--- src/rtl/controle_busca_if.sv ---
// controle_busca_if: instruction-memory read bus plus the held-instruction handoff to decode.
interface controle_busca_if #(
  parameter int ADDR_W  = 64,
  parameter int INSTR_W = 32
);
  logic               mem_req;
  logic [ADDR_W-1:0]  mem_endereco;
  logic               mem_pronto;
  logic [INSTR_W-1:0] mem_dado;
  logic               instr_valida;
  logic [INSTR_W-1:0] instrucao;
  logic [ADDR_W-1:0]  instr_pc;
  logic               instr_aceita;
  logic               branch;
  logic [ADDR_W-1:0]  imm;
  modport master (
    output mem_req, mem_endereco, instr_valida, instrucao, instr_pc,
    input  mem_pronto, mem_dado, instr_aceita, branch, imm
  );
  modport slave (
    input  mem_req, mem_endereco, instr_valida, instrucao, instr_pc,
    output mem_pronto, mem_dado, instr_aceita, branch, imm
  );
endinterface

--- src/rtl/controle_busca.sv ---
// controle_busca: multicycle fetch sequencer owning the PC, with halt, backpressure and memory timeout.
module controle_busca #(
  parameter int ADDR_W  = 64,
  parameter int INSTR_W = 32,
  parameter int TIMEOUT = 16
) (
  input  logic               clock,
  input  logic               reset,
  input  logic               inicia,
  input  logic               parar,
  controle_busca_if.master   bus,
  output logic               ocupado,
  output logic               erro
);
  localparam int TW = $clog2(TIMEOUT);
  typedef enum logic [1:0] {PARADO, BUSCA, ENTREGA, ERRO} estado_t;
  estado_t            estado, estado_n;
  logic [ADDR_W-1:0]  pc, pc_n, ipc, ipc_n;
  logic [INSTR_W-1:0] instr, instr_n;
  logic [TW-1:0]      timer, timer_n;
  // timer defaults to zero so every entry into BUSCA starts a fresh wait window
  always_comb begin
    estado_n = estado;
    pc_n     = pc;
    ipc_n    = ipc;
    instr_n  = instr;
    timer_n  = '0;
    case (estado)
      PARADO:  if (inicia && !parar) estado_n = BUSCA;
      BUSCA:
        if (bus.mem_pronto) begin
          estado_n = ENTREGA;
          instr_n  = bus.mem_dado;
          ipc_n    = pc;
        end else if (timer == TW'(TIMEOUT - 1)) estado_n = ERRO;
        else timer_n = timer + TW'(1);
      ENTREGA:
        if (bus.instr_aceita) begin
          pc_n     = bus.branch ? ipc + bus.imm : ipc + ADDR_W'(1);
          estado_n = parar ? PARADO : BUSCA;
        end
      default: ;
    endcase
  end
  always_ff @(posedge clock) begin
    if (reset) begin
      estado <= PARADO;
      pc     <= '0;
      ipc    <= '0;
      instr  <= '0;
      timer  <= '0;
    end else begin
      estado <= estado_n;
      pc     <= pc_n;
      ipc    <= ipc_n;
      instr  <= instr_n;
      timer  <= timer_n;
    end
  end
  assign bus.mem_req      = estado == BUSCA;
  assign bus.mem_endereco = pc;
  assign bus.instr_valida = estado == ENTREGA;
  assign bus.instrucao    = instr;
  assign bus.instr_pc     = ipc;
  assign ocupado          = estado == BUSCA || estado == ENTREGA;
  assign erro             = estado == ERRO;
endmodule

--- src/flat_wrapper.sv ---
// flat-port wrapper written by rule: the top's interface ports become plain ports
module controle_busca_flat 
#(
  parameter int ADDR_W  = 64,
  parameter int INSTR_W = 32,
  parameter int TIMEOUT = 16
)
  (clock, reset, inicia, parar, ocupado, erro, bus_mem_req, bus_mem_endereco, bus_instr_valida, bus_instrucao, bus_instr_pc, bus_mem_pronto, bus_mem_dado, bus_instr_aceita, bus_branch, bus_imm);
  controle_busca_if #(.ADDR_W(ADDR_W), .INSTR_W(INSTR_W)) bus_i ();
  input  logic clock;
  input  logic reset;
  input  logic inicia;
  input  logic parar;
  output logic ocupado;
  output logic erro;
  output wire logic [$bits(bus_i.mem_req)-1:0] bus_mem_req;
  output wire logic [$bits(bus_i.mem_endereco)-1:0] bus_mem_endereco;
  output wire logic [$bits(bus_i.instr_valida)-1:0] bus_instr_valida;
  output wire logic [$bits(bus_i.instrucao)-1:0] bus_instrucao;
  output wire logic [$bits(bus_i.instr_pc)-1:0] bus_instr_pc;
  input wire logic [$bits(bus_i.mem_pronto)-1:0] bus_mem_pronto;
  input wire logic [$bits(bus_i.mem_dado)-1:0] bus_mem_dado;
  input wire logic [$bits(bus_i.instr_aceita)-1:0] bus_instr_aceita;
  input wire logic [$bits(bus_i.branch)-1:0] bus_branch;
  input wire logic [$bits(bus_i.imm)-1:0] bus_imm;
  assign bus_mem_req = bus_i.mem_req;
  assign bus_mem_endereco = bus_i.mem_endereco;
  assign bus_instr_valida = bus_i.instr_valida;
  assign bus_instrucao = bus_i.instrucao;
  assign bus_instr_pc = bus_i.instr_pc;
  assign bus_i.mem_pronto = bus_mem_pronto;
  assign bus_i.mem_dado = bus_mem_dado;
  assign bus_i.instr_aceita = bus_instr_aceita;
  assign bus_i.branch = bus_branch;
  assign bus_i.imm = bus_imm;
  controle_busca #(.ADDR_W(ADDR_W), .INSTR_W(INSTR_W), .TIMEOUT(TIMEOUT)) u_core (.clock(clock), .reset(reset), .inicia(inicia), .parar(parar), .bus(bus_i), .ocupado(ocupado), .erro(erro));
endmodule
--- config.mk ---
export PLATFORM = sky130hd
export DESIGN_NAME = controle_busca_flat
export DESIGN_NICKNAME = d
export VERILOG_FILES = /design/src/rtl/controle_busca_if.sv /design/src/rtl/controle_busca.sv /design/src/flat_wrapper.sv
export SDC_FILE = /design/constraint.sdc
export NUM_CORES = 1
export LEC_CHECK = 0
export CAP_MARGIN = 40
export CORE_ASPECT_RATIO = 1.2
export CORE_MARGIN = 4
export CORE_UTILIZATION = 53
export DETAILED_ROUTE_END_ITERATION = 10
export PLACE_DENSITY = 0.89
export SYNTH_ARGS = -nofsm -noshare
export SYNTH_HDL_FRONTEND = slang
export SYNTH_SLANG_ARGS = --single-unit
--- constraint.sdc ---
create_clock -name clock -period 8.26 [get_ports clock]
set_clock_uncertainty 0.1 [all_clocks]
set_input_delay 2.478 -clock clock [delete_from_list [all_inputs] [get_ports clock]]
set_output_delay 2.478 -clock clock [all_outputs]
set_load 0.05 [all_outputs]
# --- After elaboration in Yosys (flattened, before gate mapping) ---
# Index checks and enable logic that the tools add are counted.
word_totals:
  ff_bits: 166
  inputBits: 103
  output_inout_bits: 164
  elab_cells: 32
op_classes:
  add_sub_neg: 3
  n_eq_ne: 7
  muxes: 7
  bitwise: 1
  n_reduce_logical: 9
ops:
  columns: ["op", "n"]
  rows:
  - ["adder 64 x 1 -> 64 bit (second input constant)", 1]
  - ["adder 64 bit", 1]
  - ["two-way mux 64 bit", 1]
  - ["two-way mux 2 bit", 4]
  - ["case mux 2 bit (3 select lines)", 1]
  - ["adder 4 x 1 -> 4 bit (second input constant)", 1]
  - ["equality test 2 bit (second input constant)", 2]
  - ["equality test 4 bit (second input constant)", 1]
  - ["!= test 2 x 1 -> 1 bit (second input constant)", 2]
  - ["AND reduction 2 bit", 2]
  - ["AND reduction 4 bit", 1]
  - ["OR reduction 4 bit", 1]
  - ["!= test 3 x 1 -> 1 bit (second input constant)", 1]
  - ["nonzero test 3 bit", 1]
  - ["equality test 2 x 1 -> 1 bit (second input constant)", 1]
  - ["logical NOT 2 bit", 1]
  - ["logical AND 1 bit", 1]
  - ["logical NOT 1 bit", 1]
  - ["logical OR 1 bit", 1]
  - ["two-way mux 1 bit", 1]
  - ["inverter 1 bit", 1]

# --- Logic depth before layout (Yosys ltp) ---
# Gate-level depths: netlist (run 1).
logic_depth:
  depth_word: 4
  ltp_mapped: 15

# --- Worst setup path before layout (run 1) ---
# Ideal clock, no wire load.
synth_path:
  path_type: "input port to flip-flop"
  startpoint: "in bus_branch"
  endpoint: "reg u_core.pc[62], in the netlist u_core.bus.mem_endereco[62]"
  arrival_ns: 5.414
  required_ns: 8.038
  slack_ns: 2.624
  cell_stages: 14
  n_path_buf: 1
  path_cell_list: "clkbuf_1 nand2b_1 ha_1 fa_1 a211oi_2 o21bai_1 a21oi_1 o31ai_1 a211o_1 a31o_1 a221oi_2 nor3_1 nor4b_1 a311o_1"
synth_between:
  elab_chain_len: 1
synth_rtl:
  columns: ["element", "line", "text"]
  rows:
  - ["start, declared", "flat_wrapper.sv:24", "input wire logic [$bits(bus_i.branch)-1:0] bus_branch;"]
  - ["two-way mux 64 bit", "controle_busca.sv:39", "pc_n = bus.branch ? ipc + bus.imm : ipc + ADDR_W'(1);"]
  - ["end signal, assigned", "controle_busca.sv:54", "pc <= pc_n;"]
  - ["end, declared", "controle_busca.sv:18", "logic [ADDR_W-1:0] pc, pc_n, ipc, ipc_n;"]
# Every way passes these cells.
# A chain may end at the register's enable or synchronous reset.

# --- Final worst setup path (run 1) ---
# Same ends and word-level chain as after synthesis.

==> flow_summary.yaml, run 1 <==
detailed_routing:
  drt-pass1-iter-count: 5
  drtIter0Drc: 858
  vias: 10300
  drt_wl_total_um: 30100
  ant_nets: 0
  via_per_inst: 5.72
  wl_per_cell_um: 16.7
  drc: 0
finish:
  drive_above_1_share: 0.0373
  multi_input_area_mm2: 0.00621
  fillerInstances: 1395
  areaGrowthSynthToFinish_pct: 33.9
  diodes: 0
  nets: 1713
  ff_latch_area_mm2: 0.00332
  finalInstanceArea_mm2: 0.0133
global_routing:
  grtUsageTotal: 0.280
  grt_max_degree: 69
  grt_pass1_wl_um: 48900
  grt_use_met1: 0.331
  antenna_found_initial: 0
  busiest_layer: "met2"
  use_met3: 0.0833
  grt_pass1_vias: 10200
  met2_usage: 0.485
  overflow: 0
yosys:
  synth_top_area_share: 0.335
  synthCells: 1335
  netlist_top_cells_area: "dfxtp_1 34%, nand2_1 13%, a21oi_1 10%"
  async_flop_share: 0
  synth_edf_count: 0
  ys_warn_count: 0
  ys.flop_type: "dfxtp_1"
  yosysSeqAreaShare: 0.335
  synth_common_cells: "341 x nand2_1, 205 x a21oi_1, 166 x dfxtp_1, 71 x and2_1, 68 x ha_1"
  ys_ff_latch: 166
  synth.cell_area_mm2: 0.00992
  synth.distinct_cells: 64
  synth.most_common_cell: "nand2_1"
  syn_avg_cell_area_um2: 7.43
  synth_nets: 1507
  yosysTopAreaCell: "dfxtp_1"
setup_path:
  worstPathRequired_ns: 8.48
  start_kind: "input port"
  arrival_ns: 6.33
  regToRegSetupSlack_ns: 4.72
  critical_path_class: "in -> reg"
  crit_fanout: 64
  critPathCaptureType: "flip-flop"
cts:
  cts-resized-gates: 0
  cts_max_path_buffers: 2
  cts_setup_buffers: 0
  ctsRootBufferMaster: "clkbuf_16"
  clkTransAtPathRegs_ns: 0.07
  clock-sinks: 166
  cts_tree: "done"
  postCtsHoldBufs: 0
  h-tree-depth: 4
  clkLatencyLatePin_ns: 0.44
  cts_buffers: 17
timing:
  rsz0062_at_grt: "false"
  max_freq_mhz: 164
  relSlewSlack: 0.377
  slew_violations: 0
  hold_viol: 0
  tightest_slew_ns: 0.934
  min_period_over_period: 0.739
  fin_tns_setup_ns: 0
  finalSetupViolations: 0
  period_needed_ns: 6.11
min_path:
  hold_path_class: "reg -> reg"
die:
  rows: 54
  die_w_um: 133
  start_util: 0.542
  core_mm2: 0.0183
  die_area_mm2: 0.0210
  die_h_um: 158
  top_level_ports: 267
power_and_ir_drop:
  p_leak_nw: 5.21
  irDropWorstVdd_mv: 0.312
  power_density_mw_per_mm2: 183
run_status:
  outcome: "complete, no violations"
job:
  drv_cap: 0
placement:
  place_hpwl_um: 21600
  gp_congestion: 0.918
  dpl_cell_area_mm2: 0.0127
  port_buffers: 266
==> stage by stage <==
step                hold WS (ns)  total power, mW  setup slack, ns  cells  utilization
detailed placement         0.342             1.61             1.73   1774        0.692
floorplan                  0.318             1.36             2.62   1335            -
CTS                        0.356             2.44             2.16   1806        0.726
global placement           0.333             1.58             1.89   1771        0.688
finish                     0.353             2.44             2.15   1806        0.726
global route               0.371             2.54             1.80   1806        0.726
==> area by class of cell <==
cell class | count | share of cell area
Timing Repair Buffer | 272 | 0.207
Multi-Input combinational cell | 1066 | 0.468
Clock buffer | 18 | 0.0331
Sequential cell | 166 | 0.250
Tap cell | 252 | 0.0237
Clock inverter | 14 | 0.0131
Inverter | 18 | 0.00509
==> critical path, stage by stage <==
cell and delay [ns]:
buf_2 0.70, nand2b_1 0.12, ha_1 0.25, fa_1 0.45, a211oi_2 0.33, o21bai_1 0.13
a21oi_1 0.23, o31ai_1 0.12, a211o_1 0.33, a31o_1 0.31, a221oi_2 0.26, nor3_1 0.11
nor4b_1 0.15, a311o_1 0.33
==> final timing paths <==
kind                                                       startpoint                                       end  depth (start not counted)
worst max register to register    u_core.bus.instr_pc[0]$_SDFFE_PP0P_  u_core.bus.mem_endereco[62]$_SDFFE_PP0P_                         12
worst min-delay path            u_core.bus.instrucao[19]$_SDFFE_PP0P_     u_core.bus.instrucao[19]$_SDFFE_PP0P_                          2
worst max-delay path                                       bus_branch  u_core.bus.mem_endereco[62]$_SDFFE_PP0P_                         14
worst min register to register  u_core.bus.instrucao[19]$_SDFFE_PP0P_     u_core.bus.instrucao[19]$_SDFFE_PP0P_                          2
==> kinds of logic after synthesis <==
group	count (synthesis)	share of synthesized area
simple gates	558	0.253
compound gates	389	0.240
flops	166	0.335
buf+inv	103	0.0401
fa+ha+maj	69	0.0878
xor+xnor	50	0.0441
==> layout by cell type, fill, tap and decap left out, types with 5 or more instances in the layout <==
cell type / synthesis / layout
ha_1: 68 / 68
dfxtp_1: 166 / 166
and3_1: 11 / 11
a211oi_1: 9 / 9
nand3_1: 34 / 34
o21ai_0: 37 / 37
o21ai_1: 11 / 11
and2_1: 71 / 69
inv_6: 0 / 5
a21oi_1: 205 / 205
nand2_1: 341 / 339
o31ai_1: 6 / 6
a21o_1: 46 / 46
nand4_1: 13 / 13
nand2b_1: 9 / 9
a21boi_0: 5 / 5
o211ai_1: 9 / 9
nand3b_1: 5 / 5
nor3_1: 10 / 10
a31oi_1: 11 / 11
o21bai_1: 12 / 12
nor2_1: 43 / 43
xor2_1: 20 / 20
clkbuf_16: 0 / 17
xnor2_1: 30 / 30
clkdlybuf4s50_1: 0 / 264
inv_1: 17 / 17
==> layer usage <==
layer,wire length (µm),vias to the layer above
li1,-,5032
met5,0,-
met1,12300,4796
met3,2450,76
met4,911,0
met2,14500,419
==> where the power goes <==
| group | internal (mW) | switching, mW | total, mW |
|---|---|---|---|
| Sequential | 0.851 | 0.0364 | 0.887 |
| Combinational | 0.230 | 0.478 | 0.708 |
| Clock | 0.468 | 0.375 | 0.843 |
==> state kept, by name, summed over array words and instances (netlist names) <==
name / cells
u_core.bus.instrucao: 32
u_core.bus.mem_endereco: 64
u_core.timer: 4
u_core.bus.instr_pc: 64
u_core.estado: 2
(Power assumes the default switching activity.)
==> run 2: changes to the inputs <==
CORE_UTILIZATION = 45   (was 53)
PLACE_DENSITY = 0.8   (was 0.89)
clock period = 5.5 ns   (was 8.26 ns; I/O delays follow)
==> run 2 against run 1 <==
Compared with the run above: the flow now finishes with violations (DRC); core utilization decreased by 11 points; worst setup slack got worse by 1.6 ns; final area is 0.10% higher; clock-buffer cell count stayed put; die area up 17%; power up 47%; sequential share of layout area barely moved; critical path type unchanged; largest cell class unchanged; largest power group unchanged.
==> flow_summary.yaml, run 2 (synthesized netlist as in run 1, its figures left out) <==
global_routing:
  use_met3: 0.0470
  overflow: 0
  grt_max_degree: 63
  grt_use_met1: 0.301
  grt_pass1_vias: 9739
  met2_usage: 0.415
  grt_pass1_wl_um: 48300
  antenna_found_initial: 0
  busiest_layer: "met2"
  grtUsageTotal: 0.240
finish:
  areaGrowthSynthToFinish_pct: 34.1
  finalInstanceArea_mm2: 0.0133
  final_common_cell: "nand2_1"
  fillerInstances: 1982
  drive_above_1_share: 0.0392
  layout_common_cells: "339 x nand2_1, 264 x clkdlybuf4s50_1, 205 x a21oi_1, 166 x dfxtp_1, 69 x and2_1"
  diodes: 0
  nets: 1717
die:
  die_area_mm2: 0.0245
  start_util: 0.457
  die_h_um: 171
  core_mm2: 0.0217
  top_level_ports: 267
  die_w_um: 144
  rows: 59
timing:
  finalSetupViolations: 0
  slew_violations: 0
  min_period_over_period: 0.907
  relSlewSlack: 0.465
  rsz0062_at_grt: "false"
  fin_tns_setup_ns: 0
  hold_viol: 0
  tightest_slew_ns: 0.800
  max_freq_mhz: 200
  period_needed_ns: 4.99
power_and_ir_drop:
  switching_power_mw: 1.33
  switching_share: 0.370
  p_comb_frac: 0.294
  irDropWorstVdd_mv: 0.477
  p_int_mw: 2.26
  p_leak_nw: 5.21
  power_density_mw_per_mm2: 270
  p_seq_frac: 0.371
  pwr-share-clk: 0.334
cts:
  ctsRootBufferMaster: "clkbuf_16"
  cts_setup_buffers: 0
  h-tree-depth: 4
  cts_max_path_buffers: 2
  clock-sinks: 166
  clkTransAtPathRegs_ns: 0.07
  cts-resized-gates: 0
  cts_buffers: 17
  postCtsHoldBufs: 0
  clkLatencyLatePin_ns: 0.44
  cts_tree: "done"
setup_path:
  worstPathRequired_ns: 5.71
  ff2ff_path_depth: 12
  arrival_ns: 5.20
  crit_fanout: 4
  start_kind: "input port"
  timing.rr.end: "u_core.bus.mem_endereco[62]$_SDFFE_PP0P_"
  r2r_start: "u_core.bus.instr_pc[0]$_SDFFE_PP0P_"
  critical_path_class: "in -> reg"
  regToRegSetupSlack_ns: 1.91
  critPathCaptureType: "flip-flop"
detailed_routing:
  ant_nets: 0
  drt_wl_total_um: 30400
  via_per_inst: 5.55
  drt-pass1-iter-count: 8
  vias: 10200
  drc: 2
  drtIter0Drc: 639
  wl_per_cell_um: 16.6
job:
  drv_cap: 0
placement:
  dpl_cell_area_mm2: 0.0127
  gp_congestion: 0.904
  port_buffers: 266
  place_hpwl_um: 22100
min_path:
  hold_end: "u_core.bus.instrucao[29]$_SDFFE_PP0P_"
  whs_path_depth: 2
  hp-start: "u_core.bus.instrucao[29]$_SDFFE_PP0P_"
  hold_path_class: "reg -> reg"
run_status:
  outcome: "finished with violations"
  violations: "DRC"
run 2: changes by cell type in the layout (fill, tap and decap cells not counted):
cell	change
buf_4	+4
clkinv_2	+2
inv_8	-2
bufinv_16	-1
clkbuf_1	+1
clkbuf_8	-1
clkinv_4	+1
run 2: worst max path at each step:
stage                     slack, ns  startpoint                                        to
after floorplan                0.69  bus_branch  u_core.bus.mem_endereco[62]$_SDFFE_PP0P_
after global placement         0.21  bus_imm[0]  u_core.bus.mem_endereco[62]$_SDFFE_PP0P_
after detailed placement       0.12  bus_imm[0]  u_core.bus.mem_endereco[62]$_SDFFE_PP0P_
after CTS                      0.53  bus_imm[0]  u_core.bus.mem_endereco[62]$_SDFFE_PP0P_
after global routing           0.31  bus_imm[0]  u_core.bus.mem_endereco[62]$_SDFFE_PP0P_
final                          0.51  bus_imm[0]  u_core.bus.mem_endereco[62]$_SDFFE_PP0P_
run 2: final cells by class:
cell class | count | area (µm²) | share of cell area
Multi-Input combinational cell | 1066 | 6210 | 0.467
Sequential cell | 166 | 3320 | 0.250
Timing Repair Buffer | 276 | 2780 | 0.209
Clock buffer | 18 | 429 | 0.0323
Tap cell | 274 | 343 | 0.0258
Clock inverter | 14 | 140 | 0.0105
Inverter | 18 | 67.6 | 0.00508
run 2: power groups by stage:
stage          sequential [mW]  combinational (mW)  clock [mW]
5_1_grt                   1.34                1.14        1.26
3_5_place_dp              1.36                1.05           0
3_3_place_gp              1.36                1.02           0
2_1_floorplan             1.58               0.453           0
4_1_cts                   1.33                1.06        1.21
6_report                  1.33                1.06        1.20
run 2: per-stage QoR:
stage	hold WS (ns)	worst slack [ns]	power (mW)	instances	utilization
2_1_floorplan	0.318	0.692	2.04	1335	-
3_3_place_gp	0.331	0.209	2.38	1797	0.583
3_5_place_dp	0.345	0.115	2.41	1800	0.586
4_1_cts	0.355	0.528	3.61	1832	0.613
5_1_grt	0.369	0.306	3.74	1832	0.613
6_report	0.355	0.510	3.59	1832	0.613
run 2: critical path, cell delays in order:
cell and delay, ns:
clkdlybuf4s50_1 0.39, nand2b_1 0.14, ha_1 0.23, fa_1 0.46, a211oi_2 0.34, o21bai_1 0.12
a21oi_1 0.26, o31ai_1 0.13, a211o_1 0.34, a31o_1 0.30, a221oi_2 0.26, nor3_1 0.10
nor4b_1 0.15, a311o_1 0.34
run 2: metal layers:
metal | share of wire | vias to the layer above | routed length [µm]
met5 | 0 | - | 0
met1 | 0.42 | 4756 | 12800
met3 | 0.072 | 40 | 2170
li1 | - | 5039 | -
met2 | 0.49 | 340 | 14800
met4 | 0.020 | 0 | 604
